**src/rtl/mips_ctrl_pkg.sv**
```systemverilog
// Shared encodings for the multi-cycle MIPS control path.
// Contents: ALU operation codes, instruction formats, opcode/funct values, FSM states and instruction classes.
package mips_ctrl_pkg;

  localparam logic [3:0] ALU_NOP  = 4'h0;
  localparam logic [3:0] ALU_ADD  = 4'h1;
  localparam logic [3:0] ALU_SUB  = 4'h2;
  localparam logic [3:0] ALU_AND  = 4'h3;
  localparam logic [3:0] ALU_OR   = 4'h4;
  localparam logic [3:0] ALU_XOR  = 4'h5;
  localparam logic [3:0] ALU_NOR  = 4'h6;
  localparam logic [3:0] ALU_SLT  = 4'h7;
  localparam logic [3:0] ALU_SLL  = 4'h8;
  localparam logic [3:0] ALU_SRL  = 4'h9;
  localparam logic [3:0] ALU_BEQ  = 4'hA;
  localparam logic [3:0] ALU_BNE  = 4'hB;
  localparam logic [3:0] ALU_JR   = 4'hC;
  localparam logic [3:0] ALU_JALR = 4'hD;
  localparam logic [3:0] ALU_J    = 4'hE;
  localparam logic [3:0] ALU_JAL  = 4'hF;

  localparam logic [1:0] TYPE_R   = 2'b00;
  localparam logic [1:0] TYPE_I   = 2'b01;
  localparam logic [1:0] TYPE_J   = 2'b10;
  localparam logic [1:0] TYPE_BAD = 2'b11;

  localparam logic [5:0] OP_RTYPE = 6'h00;
  localparam logic [5:0] OP_J     = 6'h02;
  localparam logic [5:0] OP_JAL   = 6'h03;
  localparam logic [5:0] OP_BEQ   = 6'h04;
  localparam logic [5:0] OP_BNE   = 6'h05;
  localparam logic [5:0] OP_ADDI  = 6'h08;
  localparam logic [5:0] OP_SLTI  = 6'h0A;
  localparam logic [5:0] OP_ANDI  = 6'h0C;
  localparam logic [5:0] OP_LH    = 6'h21;
  localparam logic [5:0] OP_LW    = 6'h23;
  localparam logic [5:0] OP_SH    = 6'h29;
  localparam logic [5:0] OP_SW    = 6'h2B;

  localparam logic [5:0] FN_SLL   = 6'h00;
  localparam logic [5:0] FN_SRL   = 6'h02;
  localparam logic [5:0] FN_JR    = 6'h08;
  localparam logic [5:0] FN_JALR  = 6'h09;
  localparam logic [5:0] FN_ADD   = 6'h20;
  localparam logic [5:0] FN_SUB   = 6'h22;
  localparam logic [5:0] FN_AND   = 6'h24;
  localparam logic [5:0] FN_OR    = 6'h25;
  localparam logic [5:0] FN_XOR   = 6'h26;
  localparam logic [5:0] FN_NOR   = 6'h27;
  localparam logic [5:0] FN_SLT   = 6'h2A;

  typedef enum logic [2:0] {IF, ID, EX, MEM, WB} state_e;

  typedef enum logic [3:0] {RALU, IALU, BR, JMP, JR, JLINK, LOAD, STORE, ILL} class_e;

  typedef struct packed {
    class_e     cls;
    logic [3:0] aluOp;
    logic [1:0] itype;
    logic       aluSrc;
    logic       regDst;
    logic       half;
  } decode_t;

endpackage

```
**src/rtl/ctrl_decode.sv**
```systemverilog
// Combinational instruction classifier: maps opcode/funct to class, ALU operation and format fields.
module ctrl_decode
  import mips_ctrl_pkg::*;
#(
  parameter bit HALF_EN = 1'b1
) (
  input  logic [5:0] opcode_i,
  input  logic [5:0] funct_i,
  output decode_t    dec_o
);

  class_e     cls;
  logic [3:0] aluOp;

  always_comb begin
    cls   = ILL;
    aluOp = ALU_NOP;
    case (opcode_i)
      OP_RTYPE: begin
        case (funct_i)
          FN_ADD:  begin cls = RALU;  aluOp = ALU_ADD;  end
          FN_SUB:  begin cls = RALU;  aluOp = ALU_SUB;  end
          FN_AND:  begin cls = RALU;  aluOp = ALU_AND;  end
          FN_OR:   begin cls = RALU;  aluOp = ALU_OR;   end
          FN_XOR:  begin cls = RALU;  aluOp = ALU_XOR;  end
          FN_NOR:  begin cls = RALU;  aluOp = ALU_NOR;  end
          FN_SLT:  begin cls = RALU;  aluOp = ALU_SLT;  end
          FN_SLL:  begin cls = RALU;  aluOp = ALU_SLL;  end
          FN_SRL:  begin cls = RALU;  aluOp = ALU_SRL;  end
          FN_JR:   begin cls = JR;    aluOp = ALU_JR;   end
          FN_JALR: begin cls = JLINK; aluOp = ALU_JALR; end
          default: ;
        endcase
      end
      OP_ADDI: begin cls = IALU;  aluOp = ALU_ADD; end
      OP_ANDI: begin cls = IALU;  aluOp = ALU_AND; end
      OP_SLTI: begin cls = IALU;  aluOp = ALU_SLT; end
      OP_BEQ:  begin cls = BR;    aluOp = ALU_BEQ; end
      OP_BNE:  begin cls = BR;    aluOp = ALU_BNE; end
      OP_J:    begin cls = JMP;   aluOp = ALU_J;   end
      OP_JAL:  begin cls = JLINK; aluOp = ALU_JAL; end
      OP_LW:   begin cls = LOAD;  aluOp = ALU_ADD; end
      OP_SW:   begin cls = STORE; aluOp = ALU_ADD; end
      OP_LH:   if (HALF_EN) begin cls = LOAD;  aluOp = ALU_ADD; end
      OP_SH:   if (HALF_EN) begin cls = STORE; aluOp = ALU_ADD; end
      default: ;
    endcase
  end

  // Format follows the class, except jalr is R-format while jal is J-format.
  always_comb begin
    dec_o       = '0;
    dec_o.cls   = cls;
    dec_o.aluOp = aluOp;
    case (cls)
      RALU, JR:              dec_o.itype = TYPE_R;
      JLINK:                 dec_o.itype = (opcode_i == OP_RTYPE) ? TYPE_R : TYPE_J;
      JMP:                   dec_o.itype = TYPE_J;
      IALU, BR, LOAD, STORE: dec_o.itype = TYPE_I;
      default:               dec_o.itype = TYPE_BAD;
    endcase
    dec_o.aluSrc = (cls == IALU) || (cls == LOAD) || (cls == STORE);
    dec_o.regDst = (cls == RALU) || ((cls == JLINK) && (opcode_i == OP_RTYPE));
    dec_o.half   = (cls != ILL) && ((opcode_i == OP_LH) || (opcode_i == OP_SH));
  end

endmodule

```
**src/rtl/multicycle_controller.sv**
```systemverilog
// Multi-cycle MIPS control FSM: latches the instruction in IF and sequences ID/EX/MEM/WB,
// with data-memory wait states, stall freezing, illegal-instruction flagging and a retire counter.
module multicycle_controller
  import mips_ctrl_pkg::*;
#(
  parameter int unsigned MEM_LATENCY = 1,
  parameter bit          HALF_EN     = 1'b1,
  parameter int unsigned CNT_W       = 32
) (
  input  logic             clk,
  input  logic             rst,
  input  logic [5:0]       opcode,
  input  logic [5:0]       funct,
  input  logic             stall,
  output logic             PCWrite,
  output logic             IRWrite,
  output logic [3:0]       ALUOp,
  output logic             ALUSrc,
  output logic             RegDst,
  output logic             RegWrite,
  output logic             Jump,
  output logic             Link,
  output logic             DM_enable,
  output logic             DM_read,
  output logic             Half,
  output logic             MemToReg,
  output logic [1:0]       Type,
  output logic             illegal,
  output logic [CNT_W-1:0] instr_retired
);

  localparam logic [3:0] WAIT_INIT = 4'(MEM_LATENCY);

  state_e           state_q, state_d, seqNext;
  logic [5:0]       opcode_q, opcode_d;
  logic [5:0]       funct_q, funct_d;
  logic [3:0]       waitCnt_q, waitCnt_d;
  logic [CNT_W-1:0] retired_q, retired_d;
  decode_t          dec;
  logic             isJump;

  ctrl_decode #(.HALF_EN(HALF_EN)) u_decode (
    .opcode_i (opcode_q),
    .funct_i  (funct_q),
    .dec_o    (dec)
  );

  assign isJump        = dec.cls inside {BR, JMP, JR, JLINK};
  assign instr_retired = retired_q;

  always_ff @(posedge clk or posedge rst) begin
    if (rst) begin
      state_q   <= IF;
      opcode_q  <= '0;
      funct_q   <= '0;
      waitCnt_q <= '0;
      retired_q <= '0;
    end else begin
      state_q   <= state_d;
      opcode_q  <= opcode_d;
      funct_q   <= funct_d;
      waitCnt_q <= waitCnt_d;
      retired_q <= retired_d;
    end
  end

  // A stalled cycle leaves every register untouched; the last state before IF retires the instruction.
  always_comb begin
    seqNext = IF;
    case (state_q)
      IF:  seqNext = ID;
      ID:  seqNext = (dec.cls == ILL) ? IF : EX;
      EX: begin
        case (dec.cls)
          RALU, IALU, JLINK: seqNext = WB;
          LOAD, STORE:       seqNext = MEM;
          default:           seqNext = IF;
        endcase
      end
      MEM: begin
        if (waitCnt_q != 4'd0)      seqNext = MEM;
        else if (dec.cls == LOAD)   seqNext = WB;
        else                        seqNext = IF;
      end
      WB:      seqNext = IF;
      default: seqNext = IF;
    endcase

    state_d   = state_q;
    opcode_d  = opcode_q;
    funct_d   = funct_q;
    waitCnt_d = waitCnt_q;
    retired_d = retired_q;
    if (!stall) begin
      state_d = seqNext;
      if (state_q == IF) begin
        opcode_d = opcode;
        funct_d  = funct;
      end
      if ((state_q == EX) && (seqNext == MEM)) begin
        waitCnt_d = WAIT_INIT;
      end else if ((state_q == MEM) && (waitCnt_q != 4'd0)) begin
        waitCnt_d = waitCnt_q - 4'd1;
      end
      if ((state_q inside {EX, MEM, WB}) && (seqNext == IF)) begin
        retired_d = retired_q + CNT_W'(1);
      end
    end
  end

  always_comb begin
    PCWrite   = 1'b0;
    IRWrite   = 1'b0;
    ALUOp     = ALU_NOP;
    ALUSrc    = 1'b0;
    RegDst    = 1'b0;
    RegWrite  = 1'b0;
    Jump      = 1'b0;
    Link      = 1'b0;
    DM_enable = 1'b0;
    DM_read   = 1'b0;
    Half      = 1'b0;
    MemToReg  = 1'b0;
    Type      = TYPE_R;
    illegal   = 1'b0;

    if (state_q != IF) begin
      ALUOp    = dec.aluOp;
      ALUSrc   = dec.aluSrc;
      RegDst   = dec.regDst;
      Type     = dec.itype;
      Half     = dec.half;
      Link     = (dec.cls == JLINK);
      MemToReg = (dec.cls == LOAD);
    end

    case (state_q)
      IF: begin
        IRWrite = 1'b1;
        PCWrite = 1'b1;
      end
      ID:  illegal = (dec.cls == ILL) && !stall;
      EX: begin
        Jump    = isJump;
        PCWrite = isJump;
      end
      MEM: begin
        DM_read   = (dec.cls == LOAD);
        DM_enable = (dec.cls == STORE);
      end
      WB:      RegWrite = 1'b1;
      default: ;
    endcase

    // Reset gating makes the enables drop the instant rst rises, before the state register settles.
    if (stall || rst) begin
      PCWrite   = 1'b0;
      IRWrite   = 1'b0;
      RegWrite  = 1'b0;
      DM_enable = 1'b0;
    end
  end

endmodule

```
**config.mk**
```make
export PLATFORM = sky130hd
export DESIGN_NAME = multicycle_controller
export DESIGN_NICKNAME = d
export VERILOG_FILES = /design/src/rtl/mips_ctrl_pkg.sv /design/src/rtl/ctrl_decode.sv /design/src/rtl/multicycle_controller.sv
export SDC_FILE = /design/constraint.sdc
export NUM_CORES = 1
export LEC_CHECK = 0
export ABC_AREA = 1
export CELL_PAD_IN_SITES_DETAIL_PLACEMENT = 1
export CELL_PAD_IN_SITES_GLOBAL_PLACEMENT = 1
export CORE_AREA = 5 5 120 122
export CTS_CLUSTER_DIAMETER = 80
export DETAILED_ROUTE_END_ITERATION = 12
export DIE_AREA = 0 0 125 127
export GPL_ROUTABILITY_DRIVEN = 0
export GPL_TIMING_DRIVEN = 0
export PLACE_DENSITY = 0.71
export SLEW_MARGIN = 5
export SYNTH_ARGS = -nofsm -noshare
export SYNTH_HDL_FRONTEND = slang
export SYNTH_HIERARCHICAL = 1
export SYNTH_SLANG_ARGS = --single-unit
```
**constraint.sdc**
```tcl
create_clock -name clk -period 8 [get_ports clk]
set_input_delay 2.4 -clock clk [delete_from_list [all_inputs] [get_ports clk]]
set_output_delay 2.4 -clock clk [all_outputs]
set_load 0.01 [all_outputs]
```
==> metrics.yaml <==
outcome: "finished clean"
tritoncts: "done"
clk_latency_ns: 0.31
antenna_found_initial: 0
muxShareOfSynthArea_pct: 3.52
grt_overflow: 0
maxSlewHeadroom_pct: 59.3
syn_avg_cell_area_um2: 6.55
drt-pass1-iter-count: 4
wl_mm: 12.0
die_w_um: 125
worst-path-max-fanout: 28
postCtsHoldBufs: 0
grt_pass1_vias: 4207
cp_common_cell: "clkdlybuf4s50_1"
nFillCells: 1680
synth_area_leaders: "dfrtp_1, nand2_1, nor2_1"
synthCells: 587
crit_path_max_incr_delay_ns: 0.60
cts_resized: 0
grtUsageTotal_pct: 15.6
path_clk_slew_ns: 0.07
portBuffers: 64
drt-initial-drc-count: 148
crit_required_ns: 5.60
hp-class: "flop to flop"
antenna_cells: 0
cts_buffers: 5
synth-xor-area-share_pct: 3.42
clock_tree.root_cell: "clkbuf_16"
fmax_mhz: 143
postLayoutCoreUtil_pct: 37.4
switchingPower_uw: 531
synth-simple-area-share_pct: 46.6
drt-wirelength-per-cell_um: 14.4
synth_compound_area_share_pct: 2.67
rows: 42
dieArea_um2: 15900
chipHeight_um: 127
ioPinCount: 65
cts.htree.levels: 2
switching_share_pct: 43.1
crit_chain: "clkdlybuf4s50_1 -> inv_2 -> buf_12 -> nand2_1 -> nor4_1 -> clkdlybuf4s50_1"
dp_hpwl_mm: 9.52
drc: 0
antenna_left: 0
synth_seq_cells: 51
syn-num-nets: 605
peakVddDrop_v: 0.0000691
timing.final.crit_share_pct: 87.6
synthDistinctLibCells: 32
endpoint_kind: "output pin"
rsz0062_at_grt: "false"
async_flop_share_pct: 100
max_cap_violations: 0
worst-path-buf-inv: 4
start_util_pct: 29.4
leakage_uw: 0.00231
synthFlopType: "dfrtp_1"
crit_family: "buffers and inverters"
finalNonFillerCells: 836
cp.arrival_ns: 4.61
synth_area_um2: 3840
p_seq_share_pct: 31.0
tightest_slew_ns: 0.610
synth_edf_count: 0
startpoint_type: "input port"
crit_slowest_cell: "clkdlybuf4s50_1"
fin_nets: 677
crit_type: "input port to output pin"
report.final.slew_viol_count: 0
worst_hold_slack_ns: 0.539
synthAdderAreaFrac_pct: 0.977
cts_buffer_depth: 2
grt_max_degree: 29
cts.sinks: 51
routed_via_density: 4.61
hold_viol_final: 0
ys_seq_area_share_pct: 33.2
core_area_um2: 13100
synth_top_family_by_area: "simple AND/OR/NAND/NOR gates"
min_period_ns: 7.01
yosysTopAreaCell: "dfrtp_1"
cts_setup_buffers: 0
area_growth_pct: 27.5
dp.cells: 828
p_int_uw: 701
powerDensity_nw_per_um2: 251
synth_top_area_share_pct: 33.2
clkPwrFrac_pct: 21.5
comb_power_share_pct: 47.5
grt_pass1_wl_mm: 20.3
finalSetupViolations: 0
synth_warnings: 6
vias: 3851
skew_ns: 0.0101
drive_above_1_share_pct: 13.6
[flip-flops by register name, summed over array words and instances, names as in the netlist]
signal and count:
waitCnt_q 4, opcode_q 6, instr_retired 32, funct_q 6
state_q 3
[synthesized netlist by cell type (2+ instances only)]
master / n
o21ai_0: 6
a31oi_1: 3
xnor2_1: 5
dfrtp_1: 51
nor2_2: 12
buf_6: 4
buf_4: 3
mux2_2: 12
nor2_1: 86
nor3_1: 3
nor2_4: 4
ha_1: 3
nand4_1: 8
nand2_2: 21
nand3_2: 6
nand2_4: 2
nor4_1: 2
nand3_1: 38
xor2_1: 10
o22ai_1: 3
inv_2: 12
nand2_1: 217
inv_1: 67
[path summary, 6_finish.rpt]
check	start	to	slack [ns]	depth (start not counted)
max reg2reg	opcode_q[3]$_DFFE_PP0P_	instr_retired[25]$_DFFE_PP0P_	5.62	16
max	rst	DM_enable	0.99	6
max in group asynchronous	rst	instr_retired[22]$_DFFE_PP0P_	4.94	3
min	funct_q[5]$_DFFE_PP0P_	funct_q[5]$_DFFE_PP0P_	0.54	1
min in group asynchronous	rst	opcode_q[5]$_DFFE_PP0P_	2.48	2
min reg2reg	funct_q[5]$_DFFE_PP0P_	funct_q[5]$_DFFE_PP0P_	0.54	1
[per-layer routing]
metal	share of wire, %	track usage [%]
met3	3.5	3.92
met4	1.4	4.02
met5	0	0
met1	45	18.2
met2	50	28.7
[worst register-to-register path, cell delays in order (launching register included)]
cell	delay (ns)
dfrtp_1	0.47
nor2_2	0.25
nand3_2	0.15
nand2_2	0.11
inv_2	0.03
nand4_1	0.11
nand2_2	0.13
inv_1	0.10
nand2_1	0.06
nor2_1	0.19
nand3_1	0.12
nand3_2	0.11
inv_2	0.07
nand2_4	0.12
buf_6	0.19
nand2_2	0.06
nand2_1	0.06
[kinds of logic after synthesis]
family | count (synthesis)
xor+xnor | 15
compound gates | 16
fa+ha+maj | 3
buf+inv | 87
mux | 12
flops | 51
simple gates | 403
[per-stage QoR]
stage / setup slack [ns] / total power (uW) / area (um^2) / setup TNS, ns
after global placement: -0.193 / 949 / 4700 / -0.193
after detailed placement: 0.916 / 978 / 4720 / 0
final: 0.992 / 1230 / 4900 / 0
after CTS: 0.911 / 1250 / 4900 / 0
after global routing: 0.729 / 1330 / 4900 / 0
after floorplan: 1.36 / 776 / 3840 / 0
[placed cells by master (no fill, tap or decap), types with 3 or more instances in the layout]
cell type	count
ha_1	3
xnor2_1	5
nand2_1	217
buf_6	4
nor3_1	3
inv_1	66
inv_2	13
nand3_2	6
nand3_1	38
xor2_1	10
nor2_1	86
o21ai_0	6
a31oi_1	3
nor2_2	12
o22ai_1	3
nor2_4	4
mux2_2	12
dfrtp_1	51
clkdlybuf4s50_1	64
clkbuf_16	5
buf_4	3
nand4_1	8
nand2_2	21
[power groups by stage]
| stage | Sequential [uW] | Combinational (uW) | Clock [uW] |
|---|---|---|---|
| global placement | 383 | 566 | 0 |
| global route | 392 | 653 | 281 |
| CTS | 382 | 596 | 273 |
| finish | 382 | 585 | 264 |
| detailed placement | 387 | 591 | 0 |
| floorplan | 373 | 403 | 0 |
[layout make-up]
class                           instances  area [um^2]  area share [%]
Tap cell                              176          220            4.50
Inverter                               79          297            6.06
Clock inverter                          2         35.0           0.715
Clock buffer                            6          139            2.84
Sequential cell                        51         1280            26.1
Buffer                                  8         71.3            1.46
Timing Repair Buffer                   65          661            13.5
Multi-Input combinational cell        449         2200            44.9
Power figures use the tool's default switching activity.
